### src/rtl/round_ctrl.sv
// round_ctrl -- whack-a-mole round sequencer.
//
// Runs the game round: IDLE -> READY (countdown) -> PLAY (timed, scoring)
// -> DONE (result held, record block notified). Time and score are kept
// directly in two-digit BCD so they can drive displays without conversion.
//
// Ports:
//   i_clk              system clock, rising edge
//   i_rst              synchronous active-high reset
//   i_start            one-cycle pulse, start a round (IDLE/DONE only)
//   i_hit              one-cycle pulse, one successful whack (PLAY only)
//   i_best1/i_best0    current high score, BCD tens/units
//   o_state            00 IDLE, 01 READY, 10 PLAY, 11 DONE
//   o_time1/o_time0    remaining seconds, BCD
//   o_score1/o_score0  current score, BCD
//   o_rec_we           one-cycle pulse on the first DONE cycle
//   o_new_best         high in DONE if the final score beat the best
//   o_mole_en          high while in PLAY
module round_ctrl #(
    parameter int TICK_DIV  = 50000000,
    parameter int ROUND_SEC = 30,
    parameter int READY_SEC = 3
) (
    input  logic       i_clk,
    input  logic       i_rst,
    input  logic       i_start,
    input  logic       i_hit,
    input  logic [3:0] i_best1,
    input  logic [3:0] i_best0,
    output logic [1:0] o_state,
    output logic [3:0] o_time1,
    output logic [3:0] o_time0,
    output logic [3:0] o_score1,
    output logic [3:0] o_score0,
    output logic       o_rec_we,
    output logic       o_new_best,
    output logic       o_mole_en
);

    typedef enum logic [1:0] {
        S_IDLE  = 2'b00,
        S_READY = 2'b01,
        S_PLAY  = 2'b10,
        S_DONE  = 2'b11
    } state_t;

    localparam int             CW        = (TICK_DIV > 2) ? $clog2(TICK_DIV) : 1;
    localparam logic [CW-1:0]  TICK_LAST = CW'(TICK_DIV - 1);
    localparam logic [3:0]     RDY0      = 4'(READY_SEC);
    localparam logic [3:0]     RND1      = 4'(ROUND_SEC / 10);
    localparam logic [3:0]     RND0      = 4'(ROUND_SEC % 10);

    state_t        r_state, w_state_nx;
    logic [CW-1:0] r_tcnt, w_tcnt_nx;
    logic [3:0]    r_time1, r_time0, w_time1_nx, w_time0_nx;
    logic [3:0]    r_score1, r_score0, w_score1_nx, w_score0_nx;
    logic          r_rec_we, w_rec_we_nx;
    logic          r_new_best, w_new_best_nx;

    logic          w_run, w_tick, w_time_one;
    logic [3:0]    w_dec1, w_dec0, w_inc1, w_inc0;

    // BCD decrement of remaining time (never applied at 00: the round ends at 01)
    always_comb begin
        w_dec1 = r_time1;
        w_dec0 = r_time0 - 4'd1;
        if (r_time0 == 4'd0) begin
            w_dec1 = r_time1 - 4'd1;
            w_dec0 = 4'd9;
        end
    end

    // BCD increment of score, saturating at 99
    always_comb begin
        w_inc1 = r_score1;
        w_inc0 = r_score0 + 4'd1;
        if (r_score1 == 4'd9 && r_score0 == 4'd9) begin
            w_inc1 = r_score1;
            w_inc0 = r_score0;
        end else if (r_score0 == 4'd9) begin
            w_inc1 = r_score1 + 4'd1;
            w_inc0 = 4'd0;
        end
    end

    assign w_run      = (r_state == S_READY) || (r_state == S_PLAY);
    assign w_tick     = w_run && (r_tcnt == TICK_LAST);
    assign w_time_one = (r_time1 == 4'd0) && (r_time0 == 4'd1);

    always_comb begin
        w_state_nx    = r_state;
        w_time1_nx    = r_time1;
        w_time0_nx    = r_time0;
        w_score1_nx   = r_score1;
        w_score0_nx   = r_score0;
        w_rec_we_nx   = 1'b0;
        w_new_best_nx = r_new_best;
        w_tcnt_nx     = '0;

        case (r_state)
            S_IDLE, S_DONE: begin
                if (i_start) begin
                    w_state_nx    = S_READY;
                    w_time1_nx    = 4'd0;
                    w_time0_nx    = RDY0;
                    w_score1_nx   = 4'd0;
                    w_score0_nx   = 4'd0;
                    w_new_best_nx = 1'b0;
                end
            end
            S_READY: begin
                if (w_tick) begin
                    if (w_time_one) begin
                        w_state_nx = S_PLAY;
                        w_time1_nx = RND1;
                        w_time0_nx = RND0;
                    end else begin
                        w_time1_nx = w_dec1;
                        w_time0_nx = w_dec0;
                    end
                end
            end
            S_PLAY: begin
                if (i_hit) begin
                    w_score1_nx = w_inc1;
                    w_score0_nx = w_inc0;
                end
                if (w_tick) begin
                    if (w_time_one) begin
                        // final tick: a coincident hit is already in w_score*_nx,
                        // so the committed and compared score includes it
                        w_state_nx    = S_DONE;
                        w_time1_nx    = 4'd0;
                        w_time0_nx    = 4'd0;
                        w_rec_we_nx   = 1'b1;
                        w_new_best_nx = {w_score1_nx, w_score0_nx} > {i_best1, i_best0};
                    end else begin
                        w_time1_nx = w_dec1;
                        w_time0_nx = w_dec0;
                    end
                end
            end
            default: ;
        endcase

        // tick divider restarts from 0 on any state change and idles outside READY/PLAY
        if (w_run && (w_state_nx == r_state) && !w_tick)
            w_tcnt_nx = r_tcnt + 1'b1;
    end

    always_ff @(posedge i_clk) begin
        if (i_rst) begin
            r_state    <= S_IDLE;
            r_tcnt     <= '0;
            r_time1    <= 4'd0;
            r_time0    <= 4'd0;
            r_score1   <= 4'd0;
            r_score0   <= 4'd0;
            r_rec_we   <= 1'b0;
            r_new_best <= 1'b0;
        end else begin
            r_state    <= w_state_nx;
            r_tcnt     <= w_tcnt_nx;
            r_time1    <= w_time1_nx;
            r_time0    <= w_time0_nx;
            r_score1   <= w_score1_nx;
            r_score0   <= w_score0_nx;
            r_rec_we   <= w_rec_we_nx;
            r_new_best <= w_new_best_nx;
        end
    end

    assign o_state    = r_state;
    assign o_time1    = r_time1;
    assign o_time0    = r_time0;
    assign o_score1   = r_score1;
    assign o_score0   = r_score0;
    assign o_rec_we   = r_rec_we;
    assign o_new_best = r_new_best;
    assign o_mole_en  = (r_state == S_PLAY);

endmodule

### config.mk
export PLATFORM = sky130hd
export DESIGN_NAME = round_ctrl
export DESIGN_NICKNAME = d
export VERILOG_FILES = /design/src/rtl/round_ctrl.sv
export SDC_FILE = /design/constraint.sdc
export NUM_CORES = 1
export LEC_CHECK = 0
export CAP_MARGIN = 20
export CORE_MARGIN = 4
export CORE_UTILIZATION = 51
export DETAILED_ROUTE_END_ITERATION = 7
export HOLD_SLACK_MARGIN = 0.12
export PLACE_DENSITY = 0.81
export SLEW_MARGIN = 20
export SYNTH_ARGS = -nofsm -noshare
export SYNTH_HDL_FRONTEND = slang
export SYNTH_SLANG_ARGS = --single-unit
### constraint.sdc
create_clock -name i_clk -period 2.3 [get_ports i_clk]
set_input_delay 0.46 -clock i_clk [delete_from_list [all_inputs] [get_ports i_clk]]
set_output_delay 0.46 -clock i_clk [all_outputs]
set_load 0.02 [all_outputs]
==> impl_results.rst, run 1 <==
.. list-table::
   :header-rows: 1

   * - Metric
     - Value
   * - Slew @ Worst Pin
     - 0.613 ns
   * - Data arrival time of the worst path
     - 2.44 ns
   * - H-tree depth reported by CTS
     - 2
   * - Wire length of the first global-routing pass
     - 11200 um
   * - Top FF cell, synth
     - dfxtp_1
   * - Post-route clock period utilization
     - 97.6%
   * - Count of filler cells inserted in the layout
     - 440
   * - Pre-CTS setup slack
     - -0.294 ns
   * - Total count of hold-check failures in the final report
     - 0
   * - Die W
     - 83.2 um
   * - Number of antenna violations at the first check in global routing
     - 0
   * - Sequential cell area
     - 931 um^2
   * - Post-Synthesis Cell Area
     - 2880 um^2
   * - Maximum resistive drop on vdd
     - 0.000355 V
   * - Sum of overflow across all layers after global routing
     - 0
   * - First DRT Iteration DRCs
     - 144
   * - Top-level port count
     - 33
   * - Total via count in the routed design
     - 2593
   * - Antenna Cells
     - 0
   * - Largest fanout on the critical path
     - 4
   * - Final setup violating endpoints
     - 0
   * - Most common library cell in the layout ignoring fill and taps
     - nor2_1
   * - Status
     - finished, final reports clean
   * - Wire length on met1
     - 2990 um
   * - DIE AREA
     - 6920 um^2
   * - Uppermost layer routed
     - met4
   * - Number of enable flip-flop cells after synthesis
     - 0
   * - Path type of the worst min-delay path
     - flip-flop to flip-flop
   * - Highest-count cells in the layout ignoring fill and taps
     - nor2_1, dfxtp_1, clkdlybuf4s50_1
   * - Clock transition at the register clock pins on the worst setup and hold paths after CTS
     - 0.09 ns
   * - Post-Syn Nets
     - 368
   * - Sequential cell area fraction in the yosys report
     - 32.0%
   * - Clk_lat worst skew
     - 0.31 ns
   * - Finished layout cell area
     - 3580 um^2
   * - Total leakage power
     - 1.35 nW
   * - GRT Total Usage
     - 19.1%
   * - CTS Buf Count
     - 5
   * - Drt pass-1 iters
     - 4
   * - Number of antenna-violating nets in the routed design
     - 0
   * - Wire length per cell after detailed routing
     - 14.3 um
   * - HPWL after detailed placement
     - 4840 um
   * - Sum of met3 wire segment lengths after detailed routing
     - 299 um
   * - Area delta synth->final
     - 24.4%
   * - Via count of the first global-routing pass
     - 2558
   * - Clock sink total
     - 46
   * - Routed Wire Length
     - 6580 um
   * - Data required, critical path
     - 2.50 ns
   * - Max-cap violations
     - 0
   * - FFs w/ async S/R, synth
     - 0%
   * - Synth Warn #
     - 0
   * - CTS Hold Bufs
     - 0
   * - Met2 Wirelength
     - 3170 um
   * - Final worst path period need
     - 2.24 ns
   * - Via density per instance
     - 5.64
   * - Standard cell area after detailed placement
     - 3390 um^2
   * - Area of the multi-input gates
     - 1910 um^2
   * - Pwr dens
     - 644 nW/um^2
   * - CTS root buffer
     - clkbuf_8
   * - Routability-driven placement congestion ratio
     - 0.811
   * - CP Launch Type
     - flip-flop
   * - Layout Nets
     - 419
   * - Largest net degree at the start of global routing
     - 27
   * - Synthesized instance count
     - 337
   * - Overall die height
     - 83.2 um
   * - Final Skew
     - 0.0132 ns
   * - Highest Clock Rate
     - 446 MHz
   * - Average cell area after synthesis
     - 8.55 um^2
   * - Number of port buffers
     - 32
   * - CTS tree
     - done
   * - Post-synthesis register bit count
     - 46
   * - Rel. slew slack
     - 58.9%
   * - Site Rows
     - 27
   * - Category of the worst setup path capture point
     - flip-flop
   * - Worst hold-check slack
     - 0.461 ns
   * - Final setup margin
     - 0.0554 ns
   * - Starting density of the core
     - 52.3%
   * - Residual DRC
     - 0
   * - Post-synthesis cell type count
     - 62
   * - Final Non-Filler Cells
     - 460
   * - Final number of max-transition violations
     - 0
   * - Share of final-layout standard cells stronger than drive strength 1
     - 18.6%
   * - Std-Cell Core Area
     - 5510 um^2
   * - Type of the setup path with the least slack
     - flip-flop to flip-flop
   * - Unrepaired setup endpoints after global routing
     - true
   * - Instance count after placement with tap cells included
     - 450
   * - Maximum clock insertion buffer count
     - 2
[final timing paths]
kind	slack [ns]	from	end	depth (start not counted)
worst min register to register	0.46	r_tcnt[0]$_SDFF_PP0_	r_tcnt[0]$_SDFF_PP0_	1
worst max-delay path	0.06	o_score0[1]$_SDFFE_PP0P_	o_new_best$_SDFFE_PP0P_	12
worst max register to register	0.06	o_score0[1]$_SDFFE_PP0P_	o_new_best$_SDFFE_PP0P_	12
worst min-delay path	0.46	r_tcnt[0]$_SDFF_PP0_	r_tcnt[0]$_SDFF_PP0_	1
[flip-flops by register name, summed over array words and instances, names as in the netlist]
signal and count:
o_new_best 1, o_rec_we 1, o_score0 4, o_score1 4
o_state 2, o_time0 4, o_time1 4, r_tcnt 26
[per-stage QoR]
step / total power [mW] / TNS (ns) / util [%]
floorplan: 1.51 / 0 / -
global placement: 1.79 / -0.241 / 61.6
detailed placement: 1.81 / -0.294 / 61.6
CTS: 2.31 / 0 / 63.6
global route: 2.45 / -0.0428 / 65.1
finish: 2.31 / 0 / 65.1
[cells in the mapped netlist (4+ instances only)]
cell	count	area share, %
nor2b_1	4	0.87
a21oi_1	15	2.6
a211oi_1	5	1.3
nor3_1	8	1.4
nor2_1	51	6.6
nand3_1	17	3.0
clkbuf_1	6	0.78
inv_1	21	2.7
nor4_4	4	3.0
ha_1	19	8.3
o31ai_1	5	1.3
nand2_1	18	2.3
dfxtp_1	46	32
a22oi_1	5	1.3
nand4_1	12	2.6
o21ai_0	6	1.0
xnor2_1	8	2.4
xor2_1	18	5.5
[timing repair]
item | 4_1_cts | 5_1_grt
buffers inserted | 2 | 1
pin swaps | 2 | 15
gates resized for setup | 5 | 19
endpoints found under the setup margin | 2 | 1
gates cloned | 0 | 0
[per-layer routing]
layer / up-vias / global-route usage [%]
li1: 1304 / -
met1: 1213 / 22.7
met2: 65 / 33.3
met3: 11 / 4.07
met4: 0 / 7.58
met5: - / 0
[kinds of logic (layout without fill, tap and decap cells)]
kind of cell / count (synthesis) / count (layout) / synth area share (%)
buf+inv: 32 / 83 / 4.91
simple gates: 153 / 153 / 31.8
flops: 46 / 46 / 32.0
compound gates: 59 / 59 / 14.4
xor+xnor: 26 / 26 / 7.90
fa+ha+maj: 19 / 19 / 8.25
mux: 2 / 2 / 0.782
[power breakdown]
part / switching (mW) / total [mW] / internal, mW
clock: 0.272 / 0.481 / 0.209
combinational: 0.548 / 0.932 / 0.385
sequential: 0.0536 / 0.894 / 0.840
total: 0.873 / 2.31 / 1.43
[cell type report]
| class | instances | share of cell area [%] |
|---|---|---|
| flip-flops and latches | 46 | 26.0 |
| multi-input cells | 259 | 53.2 |
| inverters | 21 | 2.27 |
| repair buffers | 55 | 13.8 |
| clock inverters | 1 | 0.209 |
| clock buffers | 6 | 2.03 |
| well taps | 72 | 2.51 |
[worst max-delay path, cell delays in order, from the launching register on]
cell      delay [ns]
dfxtp_4         0.36
inv_4           0.05
ha_4            0.13
buf_4           0.10
and3b_2         0.20
nand3_2         0.12
nand2_1         0.09
o21ai_1         0.07
ha_1            0.30
a21o_1          0.17
a21o_1          0.18
a211oi_1        0.26
o31ai_1         0.11
No activity file was read; power rests on OpenSTA's default activity.
==> run 2, diff against run 1 <==
- SKIP_LAST_GASP: default -> 1
==> results of run 2 <==
No change in the layout: final DEF, timing and power equal those of run 1.
==> RTL change (config.mk and constraints of run 1) <==
Change the parameter `TICK_DIV` from 50000000 to 100000000.
--- a/src/rtl/round_ctrl.sv
+++ b/src/rtl/round_ctrl.sv
@@ -17,7 +17,7 @@
 //   o_new_best         high in DONE if the final score beat the best
 //   o_mole_en          high while in PLAY
 module round_ctrl #(
-    parameter int TICK_DIV  = 50000000,
+    parameter int TICK_DIV  = 100000000,
     parameter int ROUND_SEC = 30,
     parameter int READY_SEC = 3
 ) (
Behaviour: same outputs for any inputs over 10 cycles, from zero or initial values and one cycle with i_rst high; that may be too few to reach the edited logic, so the function may still have changed.
==> RTL change against run 1 <==
Cell area decreased by 4.4%. Worst setup slack worse by 0.037 ns. Synthesized cell count down 0.59%. Die area decreased by 4.5%. Sequential cell count rose by 1. Wire length is 8.2% lower. Critical endpoint unchanged. Hold slack better by 0.020 ns. Sequential share of layout area grew 1.7 points. Count of clock-buffer cells in the layout grew 1. Highest routed layer unchanged. Synthesized area fell by 5.0%.
Power is not compared: it rests on default switching activity, and its combinational part moved more than twofold at a synthesized area within 25%.
==> RTL change: results (changes against run 1) <==
======================================================================================
Multiplexer area fraction after synthesis ...............................      0.00365   -0.00416
Worst-case clock skew ...................................................   0.00760 ns   -0.00559 ns
Fraction of the yosys area taken by sequential cells ....................        0.344   +0.0240
Distinct cell type count of the synthesized netlist .....................           53   -15%
Most common library cells after synthesis ............................... sky130_fd_sc_hd__nor2_1, sky130_fd_sc_hd__dfxtp_1, sky130_fd_sc_hd__nand2_1
Highest net fanout along the worst path .................................            3   -1
Library cell contributing the largest single delay on the critical path . sky130_fd_sc_hd__dfxtp_2
Worst slew margin relative to its limit .................................        0.680   +0.0905
Routed vias/inst ........................................................         5.51   -2.2%
Wire length of the first global-routing pass ............................      10.2 mm   -9.6%
Worst setup slack for register-to-register paths ........................      0.02 ns   -0.04 ns
Cells resized by post-CTS repair ........................................            4   -1
Type of the worst min-delay path ........................................   reg -> reg
Largest net degree at the start of global routing .......................           28   +3.7%
Post-Synth XOR/XNOR Area ................................................       0.0959   +0.0169
Minimum setup slack after placement .....................................    -0.355 ns   -0.0605 ns
Estimated wirelength of the detail-placed design ........................      4.47 mm   -7.7%
Violation count after the first detailed-routing iteration ..............          145   +0.69%
Vias in the first global route ..........................................         2363   -7.6%
Adder and majority cell fraction of the synthesized area ................       0.0868   +0.00430
Syn Nets ................................................................          366   -0.54%
WL final ................................................................      6.05 mm   -8.2%
Cell chosen for the clock root .......................................... sky130_fd_sc_hd__clkbuf_8
Global-route total usage across every layer .............................        0.194   +0.00305
Fraction of final layout cells sized beyond drive strength 1 ............        0.142   -0.0431
Count of filler cells inserted in the layout ............................          427   -3.0%
Buffer count from post-CTS setup fixing .................................            0   -2
Cell family with most CP delay .......................................... compound AO/OA/AOI/OAI gates
CTS Hold Buffers Added ..................................................            0   unchanged
Status ..................................................................    completed
CTS clk-pin slew, worst paths ...........................................      0.09 ns   about the same
Longest individual stage delay on the worst path ........................      0.33 ns   -0.03 ns
Post-synthesis compound-gate area fraction ..............................        0.122   -0.0217
Number of nets in the layout ............................................          416   -0.72%
Cells taking the most area after synthesis .............................. sky130_fd_sc_hd__dfxtp_1, sky130_fd_sc_hd__ha_1, sky130_fd_sc_hd__nor2_1
Source-to-sink clock delay at the later pin of the worst-skew pair ......      0.30 ns
Number of buffers created by CTS ........................................            5   unchanged
Data arrival, critical path .............................................      2.48 ns   +0.04 ns
Largest register FFs ....................................................           27   +3.8%
Upper clock frequency limit .............................................      438 MHz   -1.6%
Post-detailed-placement cell area .......................................     3260 µm²   -3.7%
Quantity of I/O buffers inserted on ports ...............................           32   unchanged
Gpl congestion ..........................................................        0.862   +6.2%
======================================================================================
RTL change: cell types whose count changed after synthesis, sizes merged, moves of 4 or more:
cell,delta
nand2,+4
xnor2,+8
and3,+4
a21oi,-4
xor2,-4
nor2,+5
RTL change: worst paths after layout:
check	end	from	cells after the start
worst max-delay path	o_new_best$_SDFFE_PP0P_	o_score0[1]$_SDFFE_PP0P_	13
worst min-delay path	r_tcnt[0]$_SDFF_PP0_	r_tcnt[0]$_SDFF_PP0_	1
worst min register to register	r_tcnt[0]$_SDFF_PP0_	r_tcnt[0]$_SDFF_PP0_	1
worst max register to register	o_new_best$_SDFFE_PP0P_	o_score0[1]$_SDFFE_PP0P_	13
RTL change: where the power goes:
part | switching [W] | internal (W)
Clock | 0.000284 | 0.000249
Sequential | 0.0000247 | 0.000835
Combinational | 0.000217 | 0.000166
Total | 0.000526 | 0.00125
RTL change: cell type report:
type                            count  area (µm²)  area share
Clock buffer                        7        86.3      0.0252
Clock inverter                      1        8.76     0.00256
Inverter                           20        75.1      0.0219
Multi-Input combinational cell    256        1730       0.504
Sequential cell                    47         948       0.277
Tap cell                           70        87.6      0.0256
Timing Repair Buffer               55         492       0.144
RTL change: through the flow:
step | util | hold WS (ns) | cells
after floorplan | - | 0.430 | 335
after global placement | 0.631 | 0.443 | 447
after detailed placement | 0.631 | 0.472 | 447
after CTS | 0.652 | 0.492 | 455
after global routing | 0.662 | 0.512 | 456
final | 0.662 | 0.481 | 456
RTL change: per-layer routing:
metal	vias up	track usage	wire length (µm)
met5	-	0	0
met4	0	0.0912	155
li1	1267	-	-
met3	16	0.0455	226
met2	53	0.329	3030
met1	1178	0.229	2630
